**config.mk**
```make
export PLATFORM = sky130hd
export DESIGN_NAME = cpu_ready_ctrl_flat
export DESIGN_NICKNAME = d
export VERILOG_FILES = /design/src/rtl/cpu_ready_ctrl_if.sv /design/src/rtl/cpu_ready_ctrl.sv /design/src/flat_wrapper.sv
export SDC_FILE = /design/constraint.sdc
export NUM_CORES = 1
export LEC_CHECK = 0
export BUFFER_PORTS_ARGS = -buffer_cell sky130_fd_sc_hd__buf_2
export CAP_MARGIN = 10
export CELL_PAD_IN_SITES_DETAIL_PLACEMENT = 1
export CELL_PAD_IN_SITES_GLOBAL_PLACEMENT = 2
export CORE_ASPECT_RATIO = 1.1
export CORE_MARGIN = 3
export CORE_UTILIZATION = 25
export DETAILED_ROUTE_END_ITERATION = 8
export HOLD_SLACK_MARGIN = 0.12
export PLACE_DENSITY_LB_ADDON = 0.1
export SLEW_MARGIN = 20
export SYNTH_ARGS = -nofsm -noshare
export SYNTH_HDL_FRONTEND = slang
export SYNTH_SLANG_ARGS = --single-unit
export TNS_END_PERCENT = 20
```
**constraint.sdc**
```tcl
create_clock -name sysclock -period 1.3 [get_ports sysclock]
set_input_delay 0.065 -clock sysclock [delete_from_list [all_inputs] [get_ports sysclock]]
set_output_delay 0.065 -clock sysclock [all_outputs]
set_load 0.02 [all_outputs]
```
**src/rtl/cpu_ready_ctrl_if.sv**
```systemverilog
`default_nettype none
// ============================================================================
// Module   : cpu_ready_ctrl_if
// Brief    : CPU RDY / halt / MARIA DMA handshake bundle.
// Revision : 1.0
// ============================================================================
interface cpu_ready_ctrl_if;
    logic cpu_ce;
    logic deassert_ready;
    logic line_start;
    logic dma_req;
    logic dma_done;
    logic rdy;
    logic halt_b;
    logic dma_grant;
    logic wsync_pending;

    // The system side drives the strobes and requests.
    modport master (
        output cpu_ce,
        output deassert_ready,
        output line_start,
        output dma_req,
        output dma_done,
        input  rdy,
        input  halt_b,
        input  dma_grant,
        input  wsync_pending
    );

    // The controller side samples the strobes and owns the stall outputs.
    modport slave (
        input  cpu_ce,
        input  deassert_ready,
        input  line_start,
        input  dma_req,
        input  dma_done,
        output rdy,
        output halt_b,
        output dma_grant,
        output wsync_pending
    );
endinterface
`default_nettype wire

```
**src/rtl/cpu_ready_ctrl.sv**
```systemverilog
`default_nettype none
// ============================================================================
// Module   : cpu_ready_ctrl
// Brief    : CPU RDY generation from WSYNC stalls and MARIA DMA bus hand-off.
// Revision : 1.0
// ============================================================================
module cpu_ready_ctrl #(
    parameter int HALT_DELAY = 2
) (
    input  wire logic        sysclock,
    input  wire logic        reset_b,
    cpu_ready_ctrl_if.slave  bus
);

    localparam logic [2:0] c_HALT_DELAY   = 3'(HALT_DELAY);

    localparam logic [1:0] c_ST_IDLE      = 2'd0;
    localparam logic [1:0] c_ST_HALT_REQ  = 2'd1;
    localparam logic [1:0] c_ST_DMA       = 2'd2;
    localparam logic [1:0] c_ST_RELEASE   = 2'd3;

    logic [1:0] r_state;
    logic [2:0] r_cnt;
    logic       r_dr_prev;
    logic       r_wsync_pending;
    logic       r_halt_b;
    logic       r_dma_grant;
    logic       r_rdy;

    logic [1:0] w_state_nxt;
    logic [2:0] w_cnt_nxt;
    logic       w_wsync_edge;
    logic       w_wsync_nxt;
    logic       w_halt_b_nxt;
    logic       w_grant_nxt;

    // A held WSYNC write level counts as a single request.
    assign w_wsync_edge = bus.deassert_ready & ~r_dr_prev;

    always_comb begin
        w_wsync_nxt = r_wsync_pending;
        if (w_wsync_edge) begin
            w_wsync_nxt = 1'b1;
        end else if (bus.line_start) begin
            w_wsync_nxt = 1'b0;
        end
    end

    always_comb begin
        w_state_nxt = r_state;
        w_cnt_nxt   = r_cnt;
        case (r_state)
            c_ST_IDLE: begin
                if (bus.dma_req) begin
                    w_state_nxt = c_ST_HALT_REQ;
                    w_cnt_nxt   = c_HALT_DELAY;
                end
            end
            c_ST_HALT_REQ: begin
                if (!bus.dma_req) begin
                    w_state_nxt = c_ST_IDLE;
                    w_cnt_nxt   = 3'd0;
                end else if (bus.cpu_ce) begin
                    // Counter saturates at zero; grant on the strobe that empties it.
                    if (r_cnt <= 3'd1) begin
                        w_state_nxt = c_ST_DMA;
                        w_cnt_nxt   = 3'd0;
                    end else begin
                        w_cnt_nxt   = r_cnt - 3'd1;
                    end
                end
            end
            c_ST_DMA: begin
                if (bus.dma_done) begin
                    w_state_nxt = c_ST_RELEASE;
                end
            end
            c_ST_RELEASE: begin
                if (bus.cpu_ce) begin
                    w_state_nxt = c_ST_IDLE;
                end
            end
            default: begin
                w_state_nxt = c_ST_IDLE;
                w_cnt_nxt   = 3'd0;
            end
        endcase

        // Grant only exists inside DMA, where halt_b is always low.
        w_halt_b_nxt = (w_state_nxt == c_ST_IDLE);
        w_grant_nxt  = (w_state_nxt == c_ST_DMA);
    end

    always_ff @(posedge sysclock) begin
        if (!reset_b) begin
            r_state         <= c_ST_IDLE;
            r_cnt           <= 3'd0;
            r_dr_prev       <= 1'b0;
            r_wsync_pending <= 1'b0;
            r_halt_b        <= 1'b1;
            r_dma_grant     <= 1'b0;
            r_rdy           <= 1'b1;
        end else begin
            r_state         <= w_state_nxt;
            r_cnt           <= w_cnt_nxt;
            r_dr_prev       <= bus.deassert_ready;
            r_wsync_pending <= w_wsync_nxt;
            r_halt_b        <= w_halt_b_nxt;
            r_dma_grant     <= w_grant_nxt;
            r_rdy           <= ~w_wsync_nxt & w_halt_b_nxt;
        end
    end

    assign bus.rdy           = r_rdy;
    assign bus.halt_b        = r_halt_b;
    assign bus.dma_grant     = r_dma_grant;
    assign bus.wsync_pending = r_wsync_pending;

endmodule
`default_nettype wire
```
**src/flat_wrapper.sv**
```systemverilog
// flat-port wrapper written by rule: the top's interface ports become plain ports
module cpu_ready_ctrl_flat 
#(
    parameter int HALT_DELAY = 2
)
  (sysclock, reset_b, bus_cpu_ce, bus_deassert_ready, bus_line_start, bus_dma_req, bus_dma_done, bus_rdy, bus_halt_b, bus_dma_grant, bus_wsync_pending);
  cpu_ready_ctrl_if bus_i ();
  input  wire logic sysclock;
  input  wire logic reset_b;
  input wire logic [$bits(bus_i.cpu_ce)-1:0] bus_cpu_ce;
  input wire logic [$bits(bus_i.deassert_ready)-1:0] bus_deassert_ready;
  input wire logic [$bits(bus_i.line_start)-1:0] bus_line_start;
  input wire logic [$bits(bus_i.dma_req)-1:0] bus_dma_req;
  input wire logic [$bits(bus_i.dma_done)-1:0] bus_dma_done;
  output wire logic [$bits(bus_i.rdy)-1:0] bus_rdy;
  output wire logic [$bits(bus_i.halt_b)-1:0] bus_halt_b;
  output wire logic [$bits(bus_i.dma_grant)-1:0] bus_dma_grant;
  output wire logic [$bits(bus_i.wsync_pending)-1:0] bus_wsync_pending;
  assign bus_i.cpu_ce = bus_cpu_ce;
  assign bus_i.deassert_ready = bus_deassert_ready;
  assign bus_i.line_start = bus_line_start;
  assign bus_i.dma_req = bus_dma_req;
  assign bus_i.dma_done = bus_dma_done;
  assign bus_rdy = bus_i.rdy;
  assign bus_halt_b = bus_i.halt_b;
  assign bus_dma_grant = bus_i.dma_grant;
  assign bus_wsync_pending = bus_i.wsync_pending;
  cpu_ready_ctrl #(.HALT_DELAY(HALT_DELAY)) u_core (.sysclock(sysclock), .reset_b(reset_b), .bus(bus_i));
endmodule
```
# [Word-level counts from Yosys, hierarchy flattened]
# Index checks and enable logic that the tools add are counted.
[classes] magnitude_cmp=1 n_div=0 eq_ne=6 n_mux=14 multipliers=0 n_bitwise=4 reduce_logical=4 n_shift=0 addsub=1
[op_table] op="2-bit 2-to-1 mux" n=6
[op_table] op="3-bit 2-to-1 mux" n=4
[op_table] op="2-bit one-hot mux with 4 select lines" n=1
[op_table] op="2-bit == test, second input constant" n=3
[op_table] op="3-bit one-hot mux with 2 select lines" n=1
[op_table] op="2-bit zero test" n=2
[op_table] op="3-bit by 1-bit <= comparator with 1-bit output, second input constant" n=1
[op_table] op="3-bit != test, second input constant" n=1
[op_table] op="3-bit AND reduction" n=1
[op_table] op="3-bit by 1-bit subtractor with 3-bit output, second input constant" n=1
[op_table] op="1-bit AND" n=2
[op_table] op="2-bit by 1-bit == test with 1-bit output, second input constant" n=1
[op_table] op="1-bit 2-to-1 mux" n=2
[op_table] op="2-bit != test, second input constant" n=1
[op_table] op="1-bit NOT" n=2
[op_table] op="2-bit nonzero test" n=1
[word_totals] ramBits=0 romBits=0 word_cells=37 ff_bits=10 mem_count=0 output_inout_bits=4 latch_bits=0 input_bits=7

# [Longest topological paths before layout]
[depth] depth_word=7 depth_mapped=5 depth_no_buf=5

# [Worst setup path after synthesis]
# Ideal clock, no wire load.
[synth_timing] path_kind="register -> register" startpoint="register u_core.r_cnt[1]" endpoint="register u_core.r_cnt[2]" t_required_ps=1226 arrival_ps=1311 slack_ps=-85 n_path_buf=0 synth_period_minus_slack_ps=1385 setup_time_ps=74 path_stages_with_launch=6 cell_sequence="dfxtp_1 > inv_1 > ha_1 > o21bai_1 > or4_1 > o21ai_0"
[synth_between] elab_chain_cells=5 elab_cells_between_ends=6 cone_classes="1 x add/sub; 1 x order compare; 4 x mux"
[synth_lines] item="from (decl)" line_no="cpu_ready_ctrl.sv:23" rtl="logic [2:0] r_cnt;"
[synth_lines] item="from (signal assigned)" line_no="cpu_ready_ctrl.sv:105" rtl="r_cnt <= w_cnt_nxt;"
[synth_lines] item="3-bit by 1-bit subtractor with 3-bit output or 3-bit by 1-bit <= comparator with 1-bit output (tied branches)" line_no="cpu_ready_ctrl.sv:69, cpu_ready_ctrl.sv:65"
[synth_lines] item="3-bit 2-to-1 mux (*)" line_no="cpu_ready_ctrl.sv:65" rtl="if (r_cnt <= 3'd1) begin"
[synth_lines] item="3-bit 2-to-1 mux (*)" line_no="cpu_ready_ctrl.sv:63" rtl="end else if (bus.cpu_ce) begin"
[synth_lines] item="3-bit 2-to-1 mux (*)" line_no="cpu_ready_ctrl.sv:60" rtl="if (!bus.dma_req) begin"
[synth_lines] item="3-bit one-hot mux with 2 select lines (*)" line_no="cpu_ready_ctrl.sv:52" rtl="case (r_state)"
# Every way passes the cells marked *; elsewhere a longest branch is shown, timed or not. The select of a mux whose other input is x is not followed.
# A chain may end at the register's enable or synchronous reset.

# [Worst setup path in the final report]
# Ends and elaborated chain as after synthesis.

==> key figures <==
Setup path
  • Critical path class: reg2reg
  • CP Capture Type: flip-flop
  • Worst path arrival time: roughly 1.5 ns
  • Startpoint Class: flip-flop
  • Crit Path Max Fanout: 3
  • WP data required: 1.51 ns

Floorplan
  • Die width: 47.80 um
  • Die H: 51.98 um
  • Row count: 16
  • Core footprint: 1802 sq um
  • Io pins: 11
  • Total die area: ~2500 sq um
  • Starting Density: 26.67%

STA
  • Max Clock Freq: 0.7732 GHz
  • Setup Viol. Count Final: 0
  • Final period utilization: 99.48%
  • Fin Setup TNS: 0 ns
  • RSZ-0062 raised after global routing: yes
  • Worst-margin pin slew: 0.2707 ns
  • Fin. max-slew vios: 0
  • Fin crit period: between 1 and 1.5 ns
  • Final Hold Fails: 0
  • Relative slew slack: roughly 80%
  • Clk_skew: 0.007975 ns

Synth
  • EDFF count, synth: 0
  • Post-synthesis cell count: 57
  • Post-synthesis cell type count: 26
  • YS warnings: 0
  • Top cells by area, synth: dfxtp_1 (42%), nand2_1 (5.5%), ha_1 (5.2%), o21ai_0 (4.2%), nand2b_1 (3.9%)
  • Cell taking the most area after synthesis: dfxtp_1
  • Register bit total from synthesis: 10
  • Syn_nets: 66
  • Register area share after synthesis: about two fifths
  • Synth top area share: 41.67%
  • Top_reg_cell synth: dfxtp_1
  • Post-Syn Area: ~480 sq um
  • Syn avg cell area: 8.429 sq um
  • FFs w/ async S/R, synth: 0%

Global route
  • Total GRT Usage: 11.51%
  • Congestion Overflow GR: 0
  • Vias in the first global route: approximately 440
  • Initial antenna violation count: 0
  • Largest net degree at the start of global routing: 11
  • First-pass GRT wire length: between 1.5 and 2 mm

Layout
  • Area growth, synth to finish: 38.02%
  • Ant. Diodes: 0
  • Fillers: 220
  • Most common cell after layout, fill and taps aside: buf_2
  • Layout Cells excl Fill: just over 90
  • Commonest cells after routing, fill and taps aside: buf_2 (10), dfxtp_1 (9), nand2_1 (7), buf_4 (5)
  • Share of cells above drive strength 1: between 30% and 40%
  • Fin area: 663.1 sq um
  • Final Util: 36.81%
  • Fin nets: 85

Clock network
  • Num CTS Buffers: 3
  • CTS tree: done
  • Max clock buf depth: 2
  • CTS H-tree depth: 1
  • Clock Latency Late Sink: 0.27 ns
  • Clock slew at reported path FFs: 0.07 ns
  • Root buf cell: clkbuf_4
  • CTS Sinks: 10

Power
  • Peak supply drop: 400.0 uV
  • Power Density: 1120 nW/um^2
  • Leakage: between 0.2 and 0.3 nW
  • Total power: 742.7 uW

Drt
  • Post-route ant nets: 0
  • Initial DRC count: 3
  • Pre-antenna DRT Iters: 4
  • Via-to-Cell Ratio: 4.935
  • Detailed Route WL: approximately 1.2 mm
  • Vias: 459
  • WL per Instance: 13.10 um
  • Residual DRC: 0

Placement
  • Placed cell count: 86
  • Dpl hpwl: ~910 um
  • Number of port buffers: 10
  • Routability cong.: 0.7348
  • DP Area: about 600 sq um

Run status
  • Status: finished clean

Hold path
  • Worst hold-check path type: in2reg

Flow run
  • MaxCap Viol Count: 0
-- power by group --
| group | leakage (nW) | internal (mW) | switching (mW) |
|---|---|---|---|
| sequential | 0.0830 | 0.323 | 0.0131 |
| combinational | 0.170 | 0.0608 | 0.0644 |
| clock | 0.0210 | 0.170 | 0.111 |
-- worst paths after layout --
kind         cells after the start                  endpoint  slack [ns]                startpoint
max                              5           u_core.r_cnt[2]       0.007           u_core.r_cnt[1]
min                              3  u_core.bus.wsync_pending        0.12            bus_line_start
max reg2reg                      5           u_core.r_cnt[2]       0.007           u_core.r_cnt[1]
min reg2reg                      2  u_core.bus.wsync_pending        0.53  u_core.bus.wsync_pending
-- worst max-delay path, cell delays in order (launching register included) --
cell	delay, ns
dfxtp_4	0.38
inv_4	0.04
ha_2	0.16
o21bai_4	0.17
or4_1	0.40
o21ai_1	0.08
-- registers in the layout (all words and copies together) (netlist names) --
signal                    flops
u_core.r_cnt                  3
u_core.r_state                2
u_core.bus.dma_grant          1
u_core.bus.halt_b             1
u_core.bus.rdy                1
u_core.bus.wsync_pending      1
u_core.r_dr_prev              1
-- Yosys cell counts, types with 2 or more instances --
| library cell | n |
|---|---|
| dfxtp_1 | 10 |
| nand2_1 | 7 |
| inv_1 | 4 |
| o21ai_0 | 4 |
| nand2b_1 | 3 |
| nand3_1 | 3 |
| a21oi_1 | 2 |
| a31oi_1 | 2 |
| ha_1 | 2 |
| nor2_1 | 2 |
| o21a_1 | 2 |
| o21bai_1 | 2 |
-- final cells by class --
type	instances	area (sq um)	share of cell area (%)
sequential	10	203.9	30.75
clock buffer	4	36.28	5.472
inverter	4	17.52	2.642
multi-input combinational	40	275.3	41.51
tap	18	22.52	3.396
timing repair buffer	17	107.6	16.23
-- metal layers --
| metal | global-route usage (%) | up-vias | part of all wire, % |
|---|---|---|---|
| li1 | - | 240 | - |
| met1 | 14.85 | 205 | 49 |
| met2 | 15.86 | 12 | 47 |
| met3 | 2.076 | 2 | 2.8 |
| met4 | 9.417 | 0 | 1.3 |
| met5 | 0 | - | 0 |
-- what timing repair did --
item	4_1_cts	5_1_grt
setup endpoints to repair	2	2
hold endpoints to repair	3	0
gates resized for setup	2	2
buffers inserted	0	1
hold buffers	2	0
-- per-stage QoR --
step | hold slack (ns) | worst slack (ns)
2_1_floorplan | 0.1867 | 0.05487
3_3_place_gp | 0.2845 | 0.008978
3_5_place_dp | 0.2865 | -0.004573
4_1_cts | 0.1251 | -0.004737
5_1_grt | 0.1281 | -0.04256
6_report | 0.1211 | 0.006736
-- cells by family after synthesis --
group | after synthesis | share of synthesized area (%)
AO/OA/AOI/OAI | 18 | 25.78
buffers and inverters | 7 | 6.508
flip-flops | 10 | 41.67
adder cells (fa/ha/maj) | 2 | 5.208
AND/OR/NAND/NOR | 20 | 20.84
Power figures use the tool's default switching activity.
